**src/rtl/irq_source_pkg.sv**
```systemverilog
// Shared definitions for the irq_source block.
// Holds the FSM state encoding, the MODE encodings, the register byte offsets
// inside the window, the default window/acknowledge addresses and a byte-merge
// helper used by the register file.
package irq_source_pkg;

  typedef enum logic [2:0] {
    StIdle  = 3'd0,
    StLoad  = 3'd1,
    StCnt   = 3'd2,
    StWatch = 3'd3,
    StPend  = 3'd4
  } state_e;

  // MODE value 3 is not a distinct mode; the FSM treats it like one-shot.
  typedef enum logic [1:0] {
    ModeOneShot    = 2'd0,
    ModePeriodic   = 2'd1,
    ModePcMatch    = 2'd2,
    ModeOneShotAlt = 2'd3
  } mode_e;

  // Byte offsets of the registers from the window base.
  localparam logic [3:0] OffCtrl   = 4'h0;
  localparam logic [3:0] OffPreset = 4'h4;
  localparam logic [3:0] OffCount  = 4'h8;
  localparam logic [3:0] OffTarget = 4'hc;

  localparam logic [31:0] DefaultBaseAddr = 32'h0000_7f00;
  localparam logic [31:0] DefaultAckAddr  = 32'h0000_7f20;

  // Replace only the byte lanes of old_val that are enabled in be.
  function automatic logic [31:0] merge_bytes(input logic [31:0] old_val,
                                              input logic [31:0] new_val,
                                              input logic [3:0]  be);
    logic [31:0] res;
    res = old_val;
    for (int i = 0; i < 4; i++) begin
      if (be[i]) res[8*i +: 8] = new_val[8*i +: 8];
    end
    return res;
  endfunction

endpackage

```
**src/rtl/irq_source_regs.sv**
```systemverilog
// Register file and bus decode for irq_source.
// Ports:
//   clk, reset            clock and asynchronous active-low reset
//   addr, byteen, wdata   CPU data-bus write/read request (addr[1:0] ignored)
//   count                 live COUNT value owned by the FSM, for read-back
//   en_clr                FSM request to clear CTRL.EN (one-shot/PC-match ack)
//   rdata                 combinational read data, 0 outside the window
//   ctrl_en/mode/im       CTRL fields
//   preset, target        PRESET and TARGET registers
//   ctrl_wr               write to CTRL touching byte 0 (the only live byte)
//   ack_wr                any write to the acknowledge word
module irq_source_regs
  import irq_source_pkg::*;
#(
  parameter logic [31:0] BASE_ADDR = DefaultBaseAddr,
  parameter logic [31:0] ACK_ADDR  = DefaultAckAddr
) (
  input  logic        clk,
  input  logic        reset,
  input  logic [31:0] addr,
  input  logic [3:0]  byteen,
  input  logic [31:0] wdata,
  input  logic [31:0] count,
  input  logic        en_clr,
  output logic [31:0] rdata,
  output logic        ctrl_en,
  output mode_e       ctrl_mode,
  output logic        ctrl_im,
  output logic [31:0] preset,
  output logic [31:0] target,
  output logic        ctrl_wr,
  output logic        ack_wr
);

  logic        wr;
  logic [29:0] word_off;
  logic        in_win;
  logic [1:0]  sel;
  logic        preset_wr;
  logic        target_wr;
  logic        unused_addr_lsb;

  logic        en_q;
  mode_e       mode_q;
  logic        im_q;
  logic [31:0] preset_q;
  logic [31:0] target_q;

  assign wr       = |byteen;
  assign word_off = addr[31:2] - BASE_ADDR[31:2];
  assign in_win   = (word_off < 30'd4);
  assign sel      = word_off[1:0];

  // CTRL has no state above bit 3, so a write without byte 0 changes nothing.
  assign ctrl_wr   = wr & in_win & (sel == OffCtrl[3:2]) & byteen[0];
  assign preset_wr = wr & in_win & (sel == OffPreset[3:2]);
  assign target_wr = wr & in_win & (sel == OffTarget[3:2]);
  assign ack_wr    = wr & (addr[31:2] == ACK_ADDR[31:2]);

  assign unused_addr_lsb = ^addr[1:0];

  always_ff @(posedge clk or negedge reset) begin
    if (!reset) begin
      en_q     <= 1'b0;
      mode_q   <= ModeOneShot;
      im_q     <= 1'b0;
      preset_q <= '0;
      target_q <= '0;
    end else begin
      if (ctrl_wr) begin
        en_q   <= wdata[0];
        mode_q <= mode_e'(wdata[2:1]);
        im_q   <= wdata[3];
      end
      // Only raised on an acknowledge, which cannot be a CTRL write unless the
      // ack word aliases CTRL; the FSM then ends in IDLE so EN must follow.
      if (en_clr) en_q <= 1'b0;
      if (preset_wr) preset_q <= merge_bytes(preset_q, wdata, byteen);
      if (target_wr) target_q <= merge_bytes(target_q, wdata, byteen);
    end
  end

  always_comb begin
    rdata = '0;
    if (in_win) begin
      case (sel)
        OffCtrl[3:2]:   rdata = {28'd0, im_q, mode_q, en_q};
        OffPreset[3:2]: rdata = preset_q;
        OffCount[3:2]:  rdata = count;
        default:        rdata = target_q;
      endcase
    end
  end

  assign ctrl_en   = en_q;
  assign ctrl_mode = mode_q;
  assign ctrl_im   = im_q;
  assign preset    = preset_q;
  assign target    = target_q;

endmodule

```
**src/rtl/irq_source.sv**
```systemverilog
// Programmable interrupt source: one-shot / periodic down-counter or
// committed-PC match, with a memory-mapped register window and an
// acknowledge word.
// Ports:
//   clk, reset            clock and asynchronous active-low reset
//   addr, byteen, wdata   CPU data-bus access (write when byteen != 0)
//   rdata                 combinational read data for addr
//   macroscopic_pc        CPU committed PC for PC-match mode
//   interrupt             level request, pending AND CTRL.IM (registered)
module irq_source
  import irq_source_pkg::*;
#(
  parameter logic [31:0] BASE_ADDR = DefaultBaseAddr,
  parameter logic [31:0] ACK_ADDR  = DefaultAckAddr
) (
  input  logic        clk,
  input  logic        reset,
  input  logic [31:0] addr,
  input  logic [3:0]  byteen,
  input  logic [31:0] wdata,
  output logic [31:0] rdata,
  input  logic [31:0] macroscopic_pc,
  output logic        interrupt
);

  state_e      state_q, state_d;
  logic [31:0] count_q, count_d;
  logic        pending_q, pending_d;
  logic        en_clr;

  logic        ctrl_en;
  mode_e       ctrl_mode;
  logic        ctrl_im;
  logic [31:0] preset;
  logic [31:0] target;
  logic        ctrl_wr;
  logic        ack_wr;
  logic        pc_hit;
  logic        unused_lsb;

  irq_source_regs #(
    .BASE_ADDR (BASE_ADDR),
    .ACK_ADDR  (ACK_ADDR)
  ) u_regs (
    .clk       (clk),
    .reset     (reset),
    .addr      (addr),
    .byteen    (byteen),
    .wdata     (wdata),
    .count     (count_q),
    .en_clr    (en_clr),
    .rdata     (rdata),
    .ctrl_en   (ctrl_en),
    .ctrl_mode (ctrl_mode),
    .ctrl_im   (ctrl_im),
    .preset    (preset),
    .target    (target),
    .ctrl_wr   (ctrl_wr),
    .ack_wr    (ack_wr)
  );

  assign pc_hit     = (macroscopic_pc[31:2] == target[31:2]);
  assign unused_lsb = ^{macroscopic_pc[1:0], target[1:0], ctrl_en};

  always_comb begin
    state_d   = state_q;
    count_d   = count_q;
    pending_d = pending_q;
    en_clr    = 1'b0;

    if (ctrl_wr && !wdata[0]) begin
      // Disable beats everything, including a same-cycle acknowledge.
      state_d   = StIdle;
      pending_d = 1'b0;
    end else begin
      case (state_q)
        StIdle: begin
          if (ctrl_wr) begin
            state_d = (wdata[2:1] == ModePcMatch) ? StWatch : StLoad;
          end
        end
        StLoad: begin
          count_d = preset;
          state_d = StCnt;
        end
        StCnt: begin
          if (count_q == 32'd0) begin
            pending_d = 1'b1;
            state_d   = StPend;
          end else begin
            count_d = count_q - 32'd1;
          end
        end
        StWatch: begin
          if (pc_hit) begin
            pending_d = 1'b1;
            state_d   = StPend;
          end
        end
        StPend: begin
          if (ack_wr) begin
            pending_d = 1'b0;
            if (ctrl_mode == ModePeriodic) begin
              state_d = StLoad;
            end else begin
              state_d = StIdle;
              en_clr  = 1'b1;
            end
          end
        end
        default: state_d = StIdle;
      endcase
    end
  end

  always_ff @(posedge clk or negedge reset) begin
    if (!reset) begin
      state_q   <= StIdle;
      count_q   <= '0;
      pending_q <= 1'b0;
    end else begin
      state_q   <= state_d;
      count_q   <= count_d;
      pending_q <= pending_d;
    end
  end

  // Both terms are flops, so no input reaches interrupt combinationally.
  assign interrupt = pending_q & ctrl_im;

endmodule

```
**config.mk**
```make
export PLATFORM = sky130hd
export DESIGN_NAME = irq_source
export DESIGN_NICKNAME = d
export VERILOG_FILES = /design/src/rtl/irq_source_pkg.sv /design/src/rtl/irq_source_regs.sv /design/src/rtl/irq_source.sv
export SDC_FILE = /design/constraint.sdc
export NUM_CORES = 1
export LEC_CHECK = 0
export ABC_AREA = 0
export CAP_MARGIN = 40
export CORE_MARGIN = 8
export CORE_UTILIZATION = 40
export CTS_CLUSTER_SIZE = 25
export DETAILED_ROUTE_END_ITERATION = 8
export HOLD_SLACK_MARGIN = 0.12
export PLACE_DENSITY = 0.68
export SETUP_SLACK_MARGIN = 0.4
export SLEW_MARGIN = 20
export SYNTH_ARGS = -nofsm -noshare
export SYNTH_HDL_FRONTEND = slang
export SYNTH_SLANG_ARGS = --single-unit
```
**constraint.sdc**
```tcl
create_clock -name clk -period 3.5 [get_ports clk]
set_clock_uncertainty 0.15 [all_clocks]
set_input_delay 0.525 -clock clk [delete_from_list [all_inputs] [get_ports clk]]
set_output_delay 0.525 -clock clk [all_outputs]
set_load 0.01 [all_outputs]
```
# Word-level counts from Yosys, hierarchy flattened

Cells that the tools add are included.

Word-level logic and storage cells: 84
Register bits: 104
Bits of input ports: 102
Output and inout bits: 33

Reductions and logical operators: 20
Bitwise gates (word level): 8
Eq/ne operators: 16
Magnitude comparators: 1
Mux-type cells: 23
Add/sub/neg operators: 2

Operators by type and width:

| kind                                                        | number |
|---|---|
| one-hot mux 32 bit (3 select lines)                         | 1 |
| two-way mux 32 bit                                          | 2 |
| one-hot mux 32 bit (2 select lines)                         | 1 |
| logical NOT 32 bit                                          | 1 |
| subtractor 32 x 1 -> 32 bit, second input constant          | 1 |
| == test 30 x 13 -> 1 bit, second input constant             | 1 |
| == test 30 bit                                              | 1 |
| less-than comparator 30 x 3 -> 1 bit, second input constant | 1 |
| subtractor 30 x 13 -> 30 bit, second input constant         | 1 |
| AND reduction 2 bit                                         | 8 |
| two-way mux 3 bit                                           | 5 |
| one-hot mux 3 bit (5 select lines)                          | 1 |
| != test 3 bit, second input constant                        | 4 |
| two-way mux 1 bit                                           | 11 |
| AND reduction 4 bit                                         | 2 |
| bitwise AND 1 bit                                           | 7 |
| == test 2 bit, second input constant                        | 3 |
| == test 3 x 2 -> 1 bit, second input constant               | 2 |
| == test 2 x 1 -> 1 bit, second input constant               | 2 |
| nonzero test 2 bit                                          | 2 |
| nonzero test 4 bit                                          | 1 |
| OR reduction 4 bit                                          | 1 |
| == test 3 x 1 -> 1 bit, second input constant               | 1 |
| == test 3 bit, second input constant                        | 1 |
| other kinds (9)                                             | 9 |

# Depth between registers and ports, before layout

Gate-level depths: netlist of run 1.

Depth in word-level cells: 8
Depth in mapped cells: 10

# Modules after synthesis

A second synthesis of run 1 with hierarchy kept.

Cells, all modules: 614
Area, all modules: 6334.8 sq um

By module, submodules not included:

| module          | sequential area each (sq um) | cells an instance | area an instance (sq um) | times used |
|---|---|---|---|---|
| irq_source_regs | 1701.6                       | 293               | 3711.1                   | 1 |
| irq_source      | 900.9                        | 321               | 2623.8                   | 1 |

# Worst setup path after synthesis of run 1

OpenSTA, ideal clock, no wires.

Path type: in2out
From: input port addr[23]
To: output port rdata[2]
Data arrival time: 2662 ps
Cell stages on the path: 8
Path buffers: 2
Setup slack: 163 ps
Path through: nor4_1 nand2_1 or4_4 a21o_2 clkbuf_8 a21o_2 clkbuf_1 nor2b_1

Cells in the longest elaborated chain, start to end: 3

Ends and longest elaborated chain:

| what                                 | line                  | source |
|---|---|---|
| start: declaration                   | irq_source.sv:18      | `input logic [31:0] addr,` |
| subtractor 30 x 13 -> 30 bit         | irq_source_regs.sv:50 | `assign word_off = addr[31:2] - BASE_ADDR[31:2];` |
| less-than comparator 30 x 3 -> 1 bit | irq_source_regs.sv:51 | `assign in_win = (word_off < 30'd4);` |
| two-way mux 32 bit                   | irq_source_regs.sv:85 | `if (in_win) begin` |
| end: declaration                     | irq_source.sv:21      | `output logic [31:0] rdata,` |

Every way passes these cells.

# Final worst setup path of run 1

From: input port addr[9]
To: output port rdata[24]

The elaborated chain is that of the path after synthesis.

==> results of run 1 <==
-- worst paths after layout --
check                                    end  slack, ns  cells after the start
max                                rdata[24]       0.32                     10
min                         u_regs.target[1]       0.36                      1
max reg2reg                      count_q[15]       0.55                      9
min reg2reg                 u_regs.target[1]       0.36                      1
max in group asynchronous  u_regs.preset[19]       1.84                      3
min in group asynchronous     u_regs.ctrl_en       0.60                      2
-- kinds of logic after synthesis --
family          share of synthesized area, %
simple gates                            15.5
mux                                     17.5
buf+inv                                 3.10
xor+xnor                                4.15
flops                                   39.8
compound gates                          19.7
fa+ha+maj                              0.191
-- final cells by class --
class	instances	area, sq um	area share, %
clock buffer	9	225	2.44
clock inverter	7	101	1.10
inverter	10	37.5	0.406
multi-input combinational	504	4060	43.9
sequential	104	2600	28.1
tap	216	270	2.92
timing repair buffer	195	1950	21.1
-- layer usage --
| layer | wire, microns | up-vias |
|---|---|---|
| met5 | 0 | - |
| li1 | - | 2825 |
| met1 | 8810 | 3094 |
| met4 | 680 | 0 |
| met2 | 10800 | 270 |
| met3 | 1890 | 46 |
-- critical path: stages --
cell and delay, ns:
clkdlybuf4s15_1 0.16, and3_4 0.16, and2_4 0.15, or4_4 0.51, a21o_4 0.22, a21o_4 0.26
buf_12 0.15, buf_12 0.16, nor2_4 0.09, buf_6 0.10
-- flip-flops by register name, summed over array words and instances (netlist names) --
signal	flops
u_regs.target	32
pending_q	1
u_regs.preset	32
u_regs.ctrl_mode	2
count_q	32
u_regs.ctrl_im	1
u_regs.ctrl_en	1
state_q	3
-- cells in the final DEF (no fill, tap or decap), types with 6 or more instances in the layout --
| cell type | count |
|---|---|
| a2111oi_4 | 9 |
| a21oi_1 | 39 |
| a22oi_1 | 32 |
| a31oi_1 | 18 |
| buf_12 | 9 |
| buf_4 | 54 |
| buf_6 | 32 |
| clkbuf_16 | 9 |
| clkdlybuf4s15_1 | 9 |
| clkdlybuf4s50_1 | 76 |
| dfrtp_1 | 104 |
| dlygate4sd2_1 | 6 |
| inv_1 | 10 |
| mux2_2 | 93 |
| nand2_1 | 36 |
| nand3_1 | 18 |
| nand4_1 | 6 |
| nor2_1 | 24 |
| nor2_4 | 28 |
| nor3_1 | 11 |
| nor4_1 | 24 |
| o21ai_0 | 38 |
| o22ai_1 | 8 |
| or3_1 | 8 |
| or4_1 | 7 |
| xor2_1 | 28 |
-- stage by stage --
| step | std cells | worst slack, ns | TNS [ns] | total power [mW] | utilization, % |
|---|---|---|---|---|---|
| finish | 1045 | 0.316 | 0 | 4.29 | 58.0 |
| global route | 1045 | 0.258 | 0 | 4.54 | 58.0 |
| CTS | 1044 | 0.304 | 0 | 4.28 | 57.4 |
| detailed placement | 1021 | -0.333 | -9.87 | 3.15 | 54.8 |
| global placement | 1021 | -0.319 | -9.90 | 3.09 | 54.8 |
| floorplan | 659 | 0.387 | 0 | 2.57 | - |
-- repair_timing --
item | in CTS | in global routing
pin swaps | 17 | 9
hold endpoints to repair | 53 | 0
gates cloned | 2 | 0
setup buffers | 4 | 1
endpoints found under the setup margin | 99 | 49
hold buffers | 1 | 0
gates resized for setup | 197 | 19
-- power by group through the flow --
stage	Sequential, mW	Combinational [mW]	Clock, mW
finish	1.64	1.53	1.12
global route	1.67	1.67	1.20
CTS	1.63	1.51	1.14
detailed placement	1.65	1.50	0
global placement	1.64	1.45	0
floorplan	1.54	1.03	0
==> summary.txt, run 1 <==
Power and ir drop
  • Clock power frac: 26.1%
  • Pwr dens: 465 mW/mm^2
  • Flop pwr share: 38.1%
  • Sw power: 1.63 mW
  • Int Pwr: 2.67 mW
  • Combinational power share: 35.7%
  • Lkg Pwr: 3.82 nW
  • VDD IR-drop max: 0.000327 V
  • Sw frac: 37.9%

Setup path
  • CP required: 2.82 ns
  • Critical Path Source: addr[9]
  • WS Path Type: in -> out
  • Type of origin of the critical path: input pin
  • Reg2reg start: count_q[0]
  • Worst-path maximum fanout: 8
  • CP arrival: 2.51 ns
  • CP endpoint kind: output port

Route
  • Via/cell ratio: 5.97
  • Avg WL per Cell: 21.2 microns
  • Final wirelength: 22200 microns
  • Antenna-violating nets left: 0
  • DR vias: 6235
  • Initial DRC Count: 674
  • DRC: 0
  • Drt first pass iters: 6

Synthesis
  • Synth area leaders: dfrtp_1 (40%), mux2_2 (16%), a2111oi_4 (3.8%), xor2_1 (3.7%), a22oi_1 (3.7%)
  • Yosys warning total: 0
  • Asr flop ratio synth: 100%
  • Seq/Total Area, Yosys: 39.8%
  • Yosys cell types: 55
  • Net count of the mapped netlist: 762
  • Mapped Cells: 659
  • Post-synth EDFFs: 0
  • Post-Syn Area: 0.00654 sq mm
  • Main synth FF type: dfrtp_1
  • Synth Register Bits: 104
  • Avg Inst Size Synth: 9.93 sq um
  • Top-count cell post-synth: dfrtp_1
  • Synth cell count leaders: dfrtp_1 (104), mux2_2 (93), nor2_1 (53)
  • Largest area contributor in the netlist: dfrtp_1
  • Synth top area share: 39.8%

Finish
  • Nets: 927
  • Fill count: 1332
  • P&R area growth vs syn: 41.3%
  • Share of cells above drive strength 1: 33.9%
  • ANT cells: 0
  • Design Area, Final: 0.00925 sq mm

Timing
  • Slew @ Worst Pin: 0.759 ns
  • Hold Fails Final Rpt: 0
  • Final Setup Violations: 0
  • Max transition margin: 49.4%
  • FMAX: 0.314 GHz
  • Period utilization: 91.0%
  • RSZ-0062 raised after global routing: true
  • Final min period: 3.18 ns
  • Slew Viols, Final: 0
  • Hold_ws: 0.362 ns

Die
  • Num rows: 46
  • Die span in x: 144 microns
  • Die Ht: 144 microns
  • Initial Utilization: 41.0%
  • Die ar.: 0.0207 sq mm
  • # IOs: 135
  • Core area: 0.0159 sq mm

GRT
  • Met1 usage in global routing: 26.8%
  • Met3 Use GR: 5.97%
  • Tot GR Track Use: 21.9%
  • Vias in the first global route: 6496
  • Initial antenna violation count: 0
  • Global-route wire length before repair: 35200 microns
  • GRT met2 Usage: 35.6%
  • Global route hottest layer: met2
  • Pin count of the biggest net entering global routing: 60
  • GRT overflow: 0

Clocking
  • # clock sinks: 104
  • Clk buf depth: 2
  • Clk root buf: clkbuf_16
  • Clock transition at path regs: 0.07 ns
  • CTS tree: yes
  • H-Tree Level Count: 3
  • Num CTS Buffers: 9
  • Worst-Skew Late Latency: 0.36 ns

Min path
  • HP Class: reg -> reg
  • Hold_sp: u_regs.target[1]

Placed design
  • Post-placement cell area: 0.00873 sq mm
  • Dpl hpwl: 16100 microns
  • IO Port Bufs: 130
  • Routability cong.: 0.914

Outcome
  • Status: finished, final reports clean

Flow run
  • Max-cap check violation count: 0
(Power assumes the default switching activity.)
==> run 2, diff against run 1 <==
Settings changed: CORE_MARGIN 8 to 4, CORE_UTILIZATION 40 to 47, PLACE_DENSITY 0.68 to 0.77.
==> run 2 against run 1 <==
Against the previous run:
- via count increased by 0.88%
- die area is 23% lower
- sequential power barely moved
- register-to-register slack worse by 0.05 ns
- final area shrank 1.9%
- sequential cell count stayed put
- cell count is 4.4% lower
- setup slack better by 0.020 ns
- first-iteration DRC count decreased by 13%
- worst hold slack better by 0.0060 ns
- power is 0.56% lower
==> summary.txt, run 2 (synthesis gave the netlist of run 1 again) <==
Die
  • # IOs: 135
  • Die ar.: 0.0159 sq mm
  • Core area: 0.0135 sq mm
  • Initial Utilization: 48.6%
  • Die Ht: 126 microns
  • Num rows: 42
  • Die span in x: 126 microns

Setup path
  • Critical Path Max Stage Delay: 0.42 ns
  • Register-to-Register Path Depth: 9
  • Critical-path cell list: clkdlybuf4s50_1 > or2_4 > nand2b_4 > nor4_4 > nand2_1 > a21o_4 > buf_12 > buf_16 > nor2b_4 > buf_6
  • WS Path Type: in -> out
  • CP endpoint kind: output port
  • CP arrival: 2.49 ns
  • Type of origin of the critical path: input pin
  • Crit path buf inv count: 4
  • Critical path depth: 10
  • Worst-path maximum fanout: 7
  • CP top delay family: simple AND/OR/NAND/NOR gates
  • Slowest-stage cell, CP: clkdlybuf4s50_1
  • CP required: 2.82 ns

Clocking
  • # clock sinks: 104
  • Clock transition at path regs: 0.06 ns
  • Num CTS Buffers: 9
  • Clk root buf: clkbuf_16
  • Worst-Skew Late Latency: 0.35 ns
  • H-Tree Level Count: 3
  • Clk buf depth: 2
  • CTS tree: yes

Timing
  • Period utilization: 90.4%
  • Slew @ Worst Pin: 0.785 ns
  • FMAX: 0.316 GHz
  • Slew Viols, Final: 0
  • Final min period: 3.16 ns
  • Final Setup Violations: 0
  • Setup_tns: 0 ns
  • Max transition margin: 47.7%
  • Hold Fails Final Rpt: 0
  • RSZ-0062 raised after global routing: true

Power and ir drop
  • VDD IR-drop max: 0.000452 V
  • Flop pwr share: 38.6%
  • Sw frac: 37.6%
  • Int Pwr: 2.67 mW
  • Power Total: 4.27 mW
  • Clock power frac: 25.7%
  • Combinational power share: 35.8%
  • Pwr dens: 471 mW/mm^2
  • Lkg Pwr: 3.78 nW
  • Sw power: 1.60 mW

Placed design
  • IO Port Bufs: 130
  • Routability cong.: 0.955
  • Post-Place Cells: 975
  • Post-placement cell area: 0.00864 sq mm
  • Dpl hpwl: 15300 microns

Min path
  • Hold depth: 1
  • HP Class: reg -> reg

GRT
  • Global-route wire length before repair: 33800 microns
  • Pin count of the biggest net entering global routing: 55
  • GRT overflow: 0
  • Initial antenna violation count: 0
  • Tot GR Track Use: 26.1%
  • Vias in the first global route: 6375

Route
  • Final wirelength: 21300 microns
  • DR vias: 6290
  • Via/cell ratio: 6.30
  • Antenna-violating nets left: 0
  • Drt first pass iters: 5
  • Avg WL per Cell: 21.3 microns
  • Initial DRC Count: 588
  • DRC: 0

Finish
  • Share of cells above drive strength 1: 33.3%
  • Nets: 921
  • P&R area growth vs syn: 38.6%
  • Final Util: 67.4%
  • ANT cells: 0
  • Design Area, Final: 0.00906 sq mm
  • Commonest non-fill, non-tap cell in the layout: dfrtp_1
  • Layout Cells excl Fill: 999
  • Most frequent cells in the layout: dfrtp_1 (104), mux2_2 (93), clkdlybuf4s50_1 (77)

Outcome
  • Status: finished, final reports clean

Flow run
  • Max-cap check violation count: 0
==> run 2: changes by cell type in the layout (fill, tap and decap cells not counted), moves of 3 or more <==
cell             before  now
buf_2                 4    8
buf_4                54   48
buf_6                32   23
clkbuf_2              1    9
clkdlybuf4s15_1       9    5
inv_6                 3    0
==> run 2: timing repair <==
action | CTS | global route
gates resized for setup | 128 | 73
hold buffers | 1 | 0
gates cloned | 1 | 1
pin swaps | 10 | 16
setup buffers | 2 | 3
hold endpoints to repair | 24 | 0
setup endpoints to repair | 98 | 33
==> run 2: metrics by stage <==
step,worst slack [ns],hold slack (ns)
after floorplan,0.387,0.0794
after global placement,-0.303,0.335
after detailed placement,-0.329,0.349
after CTS,0.230,0.364
after global routing,0.258,0.383
final,0.336,0.368
==> run 2: area by class of cell <==
| cell class | count | area, sq um |
|---|---|---|
| Multi-Input combinational cell | 504 | 4050 |
| Clock buffer | 12 | 246 |
| Inverter | 10 | 37.5 |
| Fill cell | 1037 | 4390 |
| Timing Repair Buffer | 189 | 1830 |
| Clock inverter | 4 | 77.6 |
| Sequential cell | 104 | 2600 |
| Tap cell | 176 | 220 |
==> run 2: path summary, 6_finish.rpt <==
path | start | slack [ns] | to
max | addr[29] | 0.34 | rdata[2]
min | u_regs.target[0] | 0.37 | u_regs.target[0]
max reg2reg | count_q[0] | 0.50 | count_q[2]
min reg2reg | u_regs.target[0] | 0.37 | u_regs.target[0]
max in group asynchronous | reset | 1.83 | u_regs.target[21]
min in group asynchronous | reset | 0.62 | u_regs.ctrl_mode[0]
==> run 2: power groups by stage <==
stage	clock (mW)	combinational, mW	sequential [mW]
after floorplan	0	1.03	1.54
after global placement	0	1.42	1.64
after detailed placement	0	1.48	1.65
after CTS	1.11	1.49	1.63
after global routing	1.15	1.66	1.67
final	1.10	1.53	1.65
==> run 2: worst register-to-register path, cell delays in order (launching register included) <==
cell and delay, ns:
dfrtp_1 0.43, inv_1 0.12, ha_1 0.19, nand2b_1 0.15, or4_1 0.49, o41a_1 0.75, buf_4 0.33, o21ai_0 0.08
o21ai_0 0.10, o21ai_0 0.11
==> run 2: per-layer routing <==
metal	vias to the layer above	part of all wire (%)	track usage [%]
met1	3072	39	33.5
met4	0	3.3	8.52
li1	2817	-	-
met3	62	8.9	6.18
met5	-	0	0
met2	339	49	43.7
==> run 3, diff against run 2 <==
Settings changed: ABC_AREA 0 to 1, PLACE_DENSITY 0.77 to 0.76.
==> run 3 against run 2 <==
Against the previous run:
- area after synthesis grew 8.4%
- via count is 12% higher
- final area up 2.1%
- critical path type unchanged
- largest power group unchanged
==> summary.txt, run 3 <==
Synthesis
  • Avg Inst Size Synth: 7.14 sq um
  • Synth cell count leaders: nand2_1 (313), inv_1 (119), dfrtp_1 (104)
  • Post-Syn Area: 0.00709 sq mm
  • Seq/Total Area, Yosys: 36.7%
  • Synth area leaders: dfrtp_1 (37%), nand2_1 (17%), o21ai_2 (7.4%), inv_1 (6.3%), nor2_1 (5.2%)
  • Yosys warning total: 0
  • Largest area contributor in the netlist: dfrtp_1
  • Synth top area share: 36.7%
  • Synth Register Bits: 104
  • Mapped Cells: 994
  • Asr flop ratio synth: 100%
  • Net count of the mapped netlist: 1097
  • Top-count cell post-synth: nand2_1
  • Post-synth EDFFs: 0
  • Yosys cell types: 39
  • Main synth FF type: dfrtp_1

Timing
  • Setup_tns: 0 ns
  • Setup WS post-layout: 0.471 ns
  • Slew Viols, Final: 0
  • Period utilization: 86.5%
  • Slew @ Worst Pin: 0.710 ns
  • Max transition margin: 52.6%
  • Hold_ws: 0.334 ns
  • FMAX: 0.330 GHz
  • Final Setup Violations: 0
  • RSZ-0062 raised after global routing: false
  • Final min period: 3.03 ns
  • Hold Fails Final Rpt: 0

Flow run
  • Max-cap check violation count: 0

Clocking
  • Num CTS Buffers: 9
  • # clock sinks: 104
  • H-Tree Level Count: 3
  • CTS tree: yes
  • Clock transition at path regs: 0.07 ns
  • Clk root buf: clkbuf_16
  • Worst-Skew Late Latency: 0.35 ns
  • Clk buf depth: 2

GRT
  • Tot GR Track Use: 23.9%
  • Global-route wire length before repair: 32700 microns
  • Vias in the first global route: 6723
  • GRT overflow: 0
  • Pin count of the biggest net entering global routing: 44
  • Initial antenna violation count: 0

Route
  • Final wirelength: 20100 microns
  • DR vias: 7041
  • DRC: 0
  • Drt first pass iters: 5
  • Via/cell ratio: 5.25
  • Avg WL per Cell: 15.0 microns
  • Antenna-violating nets left: 0
  • Initial DRC Count: 526

Placed design
  • Post-placement cell area: 0.00879 sq mm
  • Post-Place Cells: 1313
  • Placement Setup Slack: -0.249 ns
  • Routability cong.: 0.950
  • IO Port Bufs: 130
  • Dpl hpwl: 14600 microns

Setup path
  • Worst-path maximum fanout: 8
  • CP top delay family: buffers and inverters
  • Slowest-stage cell, CP: clkdlybuf4s50_1
  • CP required: 2.82 ns
  • Crit path buf inv count: 4
  • Critical Path Max Stage Delay: 0.45 ns
  • Critical Path Source: addr[7]
  • CP arrival: 2.35 ns
  • Critical-path cell list: clkdlybuf4s50_1 > nor3_1 > nand3_1 > nor2_2 > nand3_2 > nor2_4 > clkinv_4 > buf_12 > a31oi_2 > buf_2
  • Type of origin of the critical path: input pin
  • CP endpoint kind: output port
  • WS Path Type: in -> out
  • Reg2reg start: count_q[0]

Finish
  • Layout Cells excl Fill: 1340
  • P&R area growth vs syn: 30.4%
  • Fill count: 1310
  • Commonest non-fill, non-tap cell in the layout: nand2_1
  • Nets: 1255
  • Final Util: 63.2%
  • ANT cells: 0
  • Most frequent cells in the layout: nand2_1 (308), inv_1 (114), dfrtp_1 (104)
  • Design Area, Final: 0.00925 sq mm
  • Share of cells above drive strength 1: 22.7%

Min path
  • Hold_sp: u_regs.preset[17]
  • HP Class: reg -> reg

Die
  • Die Ht: 131 microns
  • Die ar.: 0.0171 sq mm
  • Initial Utilization: 48.4%
  • Core area: 0.0146 sq mm
  • Die span in x: 131 microns
  • Num rows: 44
  • # IOs: 135

Power and ir drop
  • Pwr dens: 276 mW/mm^2
  • VDD IR-drop max: 0.000225 V
  • Power Total: 2.55 mW
  • Lkg Pwr: 4.49 nW

Outcome
  • Status: finished, final reports clean
## run 3: changes by cell type in the layout (fill, tap and decap cells not counted), moves of 29 or more
cell and delta:
mux2_2 -93, o21ai_2 +60, a21oi_1 -29, a22oi_1 -31, inv_1 +104, nor2_1 +56, nand2_1 +270
## run 3: final timing paths
kind / endpoint / slack (ns) / cells past startpoint
max in group asynchronous: u_regs.preset[7] / 2.19 / 3
min reg2reg: u_regs.preset[17] / 0.33 / 2
max: rdata[15] / 0.47 / 10
max reg2reg: count_q[30] / 0.68 / 14
min in group asynchronous: u_regs.target[19] / 0.46 / 2
min: u_regs.preset[17] / 0.33 / 2
## run 3: cell type report
type | instances | area, sq um | share of cell area [%]
Tap cell | 184 | 230 | 2.49
Sequential cell | 104 | 2600 | 28.1
Clock buffer | 12 | 267 | 2.88
Timing Repair Buffer | 176 | 1550 | 16.8
Inverter | 125 | 477 | 5.15
Clock inverter | 3 | 40.0 | 0.433
Multi-Input combinational cell | 736 | 4080 | 44.1
## run 3: metal layers
layer  global-route usage (%)  routed length [microns]  vias up
li1                         -                        -     3522
met1                     32.4                     8840     3271
met2                     40.1                     9620      226
met3                     3.78                     1320       22
met4                     6.11                      290        0
met5                        0                        0        -
## run 3: kinds of logic (layout without fill, tap and decap cells)
family	after synthesis	count (layout)	synth area share (%)
simple gates	527	527	33.1
fa+ha+maj	1	1	0.176
compound gates	172	172	16.4
flops	104	104	36.7
mux	4	4	0.564
buf+inv	154	316	9.10
xor+xnor	32	32	3.95
## run 3: what timing repair did
item | CTS | global route
resized for setup | 181 | 74
hold buffers | 1 | 0
buffers inserted | 5 | 4
setup endpoints to repair | 32 | 60
hold endpoints to repair | 21 | 0
cloned | 1 | 1
pin swaps | 20 | 15
## run 3: worst min-delay path, cell delays in order, from the launching register on
cell     delay (ns)
dfrtp_1        0.35
nand2_1        0.06
o21ai_2        0.05
## run 3: report_power, final
part / total, mW / leakage (nW) / switching [mW] / internal, mW
sequential: 1.20 / 1.34 / 0.0000501 / 1.20
combinational: 0.298 / 3.00 / 0.154 / 0.144
clock: 1.05 / 0.154 / 0.444 / 0.607
